File: src/rtl/ram_port_arbiter.sv
// Two-requester round-robin arbiter with lock in front of one single-port synchronous RAM.
// Read data is steered back to the issuing requester via a tag pipeline matched to RD_LAT.
module ram_port_arbiter #(
    parameter int unsigned AW     = 8,
    parameter int unsigned DW     = 8,
    parameter int unsigned RD_LAT = 1  // 1 or 2
) (
    input  logic          clk,
    input  logic          reset,

    input  logic          r0_req,
    input  logic          r0_we,
    input  logic          r0_lock,
    input  logic [AW-1:0] r0_addr,
    input  logic [DW-1:0] r0_wdata,
    output logic          r0_gnt,
    output logic          r0_rvalid,
    output logic [DW-1:0] r0_rdata,

    input  logic          r1_req,
    input  logic          r1_we,
    input  logic          r1_lock,
    input  logic [AW-1:0] r1_addr,
    input  logic [DW-1:0] r1_wdata,
    output logic          r1_gnt,
    output logic          r1_rvalid,
    output logic [DW-1:0] r1_rdata,

    output logic [AW-1:0] ram_addr,
    output logic          ram_wren,
    output logic [DW-1:0] ram_data,
    input  logic [DW-1:0] ram_q
);

    // One stage for the registered address plus RD_LAT stages inside the RAM.
    localparam int unsigned Depth = RD_LAT + 1;

    logic          lock_act_q, lock_act_d;
    logic          lock_own_q, lock_own_d;
    logic          last_q, last_d;
    logic [AW-1:0] addr_q, addr_d;
    logic          wren_q, wren_d;
    logic [DW-1:0] data_q, data_d;
    logic [Depth-1:0] vld_q, vld_d;
    logic [Depth-1:0] tag_q, tag_d;

    logic          gnt0, gnt1;
    logic          acc;
    logic          win;
    logic          win_we;
    logic          win_lock;
    logic          own_lock;
    logic [AW-1:0] win_addr;
    logic [DW-1:0] win_data;

    // Grant: lock owner is exclusive; otherwise a tie goes to the requester not served last.
    always_comb begin
        gnt0 = 1'b0;
        gnt1 = 1'b0;
        if (lock_act_q) begin
            gnt0 = r0_req & ~lock_own_q;
            gnt1 = r1_req & lock_own_q;
        end else if (r0_req && r1_req) begin
            gnt0 = last_q;
            gnt1 = ~last_q;
        end else begin
            gnt0 = r0_req;
            gnt1 = r1_req;
        end
    end

    assign r0_gnt = gnt0;
    assign r1_gnt = gnt1;

    always_comb begin
        acc      = gnt0 | gnt1;
        win      = gnt1;
        win_we   = gnt1 ? r1_we    : r0_we;
        win_lock = gnt1 ? r1_lock  : r0_lock;
        win_addr = gnt1 ? r1_addr  : r0_addr;
        win_data = gnt1 ? r1_wdata : r0_wdata;
        own_lock = lock_own_q ? r1_lock : r0_lock;
    end

    always_comb begin
        addr_d     = addr_q;
        data_d     = data_q;
        wren_d     = 1'b0;
        last_d     = last_q;
        lock_act_d = lock_act_q;
        lock_own_d = lock_own_q;

        if (acc) begin
            addr_d = win_addr;
            data_d = win_data;
            wren_d = win_we;
            last_d = win;
        end

        // The owner's lock is watched every edge, whether or not it is requesting.
        if (lock_act_q) begin
            lock_act_d = own_lock;
        end else if (acc && win_lock) begin
            lock_act_d = 1'b1;
            lock_own_d = win;
        end

        vld_d = {vld_q[Depth-2:0], acc & ~win_we};
        tag_d = {tag_q[Depth-2:0], win};
    end

    always_ff @(posedge clk) begin
        if (reset) begin
            lock_act_q <= 1'b0;
            lock_own_q <= 1'b0;
            last_q     <= 1'b1;
            addr_q     <= '0;
            wren_q     <= 1'b0;
            data_q     <= '0;
            vld_q      <= '0;
            tag_q      <= '0;
        end else begin
            lock_act_q <= lock_act_d;
            lock_own_q <= lock_own_d;
            last_q     <= last_d;
            addr_q     <= addr_d;
            wren_q     <= wren_d;
            data_q     <= data_d;
            vld_q      <= vld_d;
            tag_q      <= tag_d;
        end
    end

    assign ram_addr  = addr_q;
    assign ram_wren  = wren_q;
    assign ram_data  = data_q;

    assign r0_rvalid = vld_q[Depth-1] & ~tag_q[Depth-1];
    assign r1_rvalid = vld_q[Depth-1] & tag_q[Depth-1];
    assign r0_rdata  = ram_q;
    assign r1_rdata  = ram_q;

endmodule
File: config.mk
export PLATFORM = sky130hd
export DESIGN_NAME = ram_port_arbiter
export DESIGN_NICKNAME = d
export VERILOG_FILES = /design/src/rtl/ram_port_arbiter.sv
export SDC_FILE = /design/constraint.sdc
export NUM_CORES = 1
export LEC_CHECK = 0
export ABC_CLOCK_PERIOD_IN_PS = 2600
export CAP_MARGIN = 20
export CORE_MARGIN = 2
export CORE_UTILIZATION = 35
export CTS_CLUSTER_DIAMETER = 80
export DETAILED_ROUTE_END_ITERATION = 7
export HOLD_SLACK_MARGIN = 0.05
export MAX_ROUTING_LAYER = met4
export PLACE_DENSITY = 0.76
export SETUP_SLACK_MARGIN = 0.02
export SLEW_MARGIN = 30
export SYNTH_ARGS = -nofsm -noshare
export SYNTH_HDL_FRONTEND = slang
export SYNTH_SLANG_ARGS = --single-unit
File: constraint.sdc
create_clock -name clk -period 2.6 [get_ports clk]
set_input_delay 0.52 -clock clk [delete_from_list [all_inputs] [get_ports clk]]
set_output_delay 0.52 -clock clk [all_outputs]
set_load 0.01 [all_outputs]
; ---- Word-level counts from Yosys, hierarchy flattened
; Index checks and enable logic that the tools add are counted.
[word_totals]
register_bits = 24
input_bits = 48
out_inout_bits = 37
[op_classes]
mux = 11
n_bitwise = 12
n_reduce_logical = 4
[op_table]
columns = op, count
row1 = $mux 8, 2
row2 = $mux 1, 9
row3 = $not 1->1, 6
row4 = $and 1x1->1, 5
row5 = $logic_and 1x1->1, 2
row6 = $reduce_and 2->1, 1
row7 = $reduce_or 2->1, 1
row8 = $or 1x1->1, 1

; ---- Depth between registers and ports, before layout
[logic_depth]
ltp_word = 7
ltp_mapped = 6
ltp_nobuf = 4

; ---- Least setup slack after synthesis
; No wires, ideal clock.
[synth_timing]
path_kind = in2out
from = input port r0_req
to = output port r0_gnt
arrival_ns = 1.121
required_time_ns = 2.080
path_slack_ns = 0.959
path_stages = 3
n_path_buf = 1
path_cell_list = a21bo_1 clkbuf_1 nor2_1
[synth_via]
elab_chain_cells = 3
elab_cells_between_ends = 4
classes_between = mux: 2 / bitwise: 1 / reduce/logical: 1
[synth_lines]
columns = element, line_no
row1 = from (decl), 11  ; input logic r0_req,
row2 = $logic_and 1x1->1, 63  ; end else if (r0_req && r1_req) begin
row3 = $mux 1, 63
row4 = $mux 1 *, 60  ; if (lock_act_q) begin
row5 = to (decl), 16  ; output logic r0_gnt,
; Mark *: on every way between the ends. The rest lies on a longest branch, timed or not.

; ---- Worst setup path after layout
[layout_timing]
from = input port r1_req
to = output port r0_gnt
[layout_via]
elab_chain_cells = 3
[layout_lines]
columns = element, line_no
row1 = from (decl), 20  ; input logic r1_req,
row2 = $logic_and 1x1->1, 63
row3 = $mux 1, 63
row4 = $mux 1, 60
; No other way between the ends.

==> metrics.txt <==
Slew Limit Fails 0; fin crit share 91.7%; Max-Cap Viols 0; CTS Hold Bufs 0; Final nets 245; post-route ant nets 0; Die ar. 4200 µm²; standard-cell row count 22; dpl ws 0.0873 ns; CP Class input pin to primary output; final-report hold violation count 0; Die Wd 64.8 µm; H-tree levels 1; crit path DAT 1.86 ns; Initial DRT Pass Iterations 4; xor-xnor portion of the synthesized cell area 0%; share of synthesized area occupied by flip-flops and latches 37.1%; global placement routability congestion 0.840; CP required 2.08 ns; Yosys Warn Count 0; Port Buffer Count 60; Leakage Power 0.671 nW; largest family of logic cells by synthesized area simple AND/OR/NAND/NOR gates; Final Critical Period 2.38 ns; Final Power 956 µW; asr flop ratio synth 0%; run status completed; post-synth top area cell dfxtp_1; Yosys cell types 30; clk_lat worst skew 0.26 ns; clk slew on worst S/H paths 0.08 ns; Relative slew margins 58.0%; Max clock buf depth 2; P&R area growth vs syn 46.0%; post-synthesis instance total 154; CTS tree yes; initial core utilization 35.9%; layout cell share with drive strength beyond 1 8.16%; Synth Area in Compound Gates 22.6%; Hold Crit Class register to register; first-pass GRT wire length 5890 µm; CP endpoint kind primary output; VDD IR-drop max 0.299 mV; CTS root buffer clkbuf_8; Mapped Area 1290 µm²; fmax 419 MHz; antenna violations before repair 0; GRT overflow 0; GR Util All Layers 17.9%; io pins 85; PwrDens 506 nW/µm²; Synth Area in Adders 0%; Setup WS post-layout 0.216 ns; post-synthesis mux area share 0.773%; # DRC 0; DR vias/cell 5.53; via count 1350; Post-synth EDFFs 0; RSZ-0062 raised after global routing no; post-DP HPWL 2560 µm; Die Y 64.8 µm; most used flip-flop cell after synthesis dfxtp_1; core area 3610 µm²; Worst Path Max Fanout 3; largest net degree at the start of global routing 19; area fraction of the dominant cell type after synthesis 37.1%; FF+latch count, synth 24; final setup fails 0; post-synth net total 202; CP Launch Type input pin; initial DRC count 82; Avg Inst Size Synth 8.41 µm²; wire per inst 14.9 µm; main area contributors after synthesis dfxtp_1, a311oi_1, buf_4; Num CTS Buffers 3; vias in the first global route 1252; drt total wl 3640 µm; final setup TNS 0 ns; Post-Synth Simple-Gate Area 24.0%; Worst Max-Slew Pin Slew 0.630 ns; Sink Count 24; diode count 0; Setup Skew 0.00596 ns
## critical path, stage by stage
cell             delay (ns)
clkdlybuf4s50_1        0.46
nor3b_2                0.18
nor2_1                 0.14
clkdlybuf4s50_1        0.56
## layer usage
metal,track usage [%],vias to the layer above,part of all wire (%)
met5,-,-,0
met2,27.6,56,48
met1,23.3,630,44
met3,3.65,6,6.8
li1,-,658,-
met4,6.38,0,1.5
## metrics by stage
stage	instance area (µm²)	cells	hold WS, ns	utilization (%)
6_report	1890	244	0.440	52.4
2_1_floorplan	1290	154	0.414	-
3_5_place_dp	1830	240	0.426	50.8
4_1_cts	1890	244	0.444	52.4
5_1_grt	1890	244	0.459	52.4
3_3_place_gp	1830	240	0.420	50.8
## cell families (layout without fill, tap and decap cells)
kind of cell	count (synthesis)	count (layout)
compound gates	42	42
buf+inv	34	76
mux	1	1
simple gates	53	53
flops	24	24
## Yosys cell counts, types with 2 or more instances
master / n
o21ai_0: 16
nand3_1: 20
clkbuf_1: 6
nand2_1: 2
a311oi_1: 16
nor2b_1: 4
buf_2: 8
nor4_1: 16
inv_1: 3
dfxtp_1: 24
a21oi_1: 3
nor2_1: 2
buf_4: 17
## timing repair
action / 4_1_cts / 5_1_grt
setup endpoints to repair: 0 / 1
setup buffers: 0 / 0
gates resized for setup: 0 / 1
## power breakdown
part,internal [mW],switching [mW]
Sequential,0.403,0.0234
Combinational,0.157,0.123
Clock,0.135,0.115
## sequential cells by signal (all words and copies together), names as in the netlist
signal / count
ram_data: 8
lock_own_q: 1
tag_q: 2
lock_act_q: 1
last_q: 1
ram_wren: 1
ram_addr: 8
vld_q: 2
## cell type report
type | instances | area (µm²)
repair buffers | 69 | 671
flip-flops and latches | 24 | 480
multi-input cells | 96 | 613
fillers | 326 | 1720
well taps | 48 | 60.1
clock buffers | 4 | 55.1
inverters | 3 | 11.3
## placed cells by master (no fill, tap or decap), types with 2 or more instances in the layout
| cell | count |
|---|---|
| clkdlybuf4s50_1 | 59 |
| dfxtp_1 | 24 |
| nand3_1 | 20 |
| o21ai_0 | 16 |
| nor4_1 | 16 |
| a311oi_1 | 16 |
| buf_4 | 9 |
| nor2b_1 | 4 |
| clkbuf_8 | 4 |
| inv_1 | 3 |
| a21oi_1 | 3 |
| nor2_1 | 2 |
| nand2_1 | 2 |
## path summary, 6_finish.rpt
check / endpoint / cells past startpoint / startpoint / slack, ns
worst min-delay path: tag_q[1]$_SDFF_PP0_ / 1 / tag_q[0]$_SDFF_PP0_ / 0.44
worst max register to register: vld_q[0]$_SDFF_PP0_ / 3 / lock_act_q$_SDFF_PP0_ / 0.84
worst max-delay path: r0_gnt / 4 / r1_req / 0.22
worst min register to register: tag_q[1]$_SDFF_PP0_ / 1 / tag_q[0]$_SDFF_PP0_ / 0.44
(Power assumes the default switching activity.)
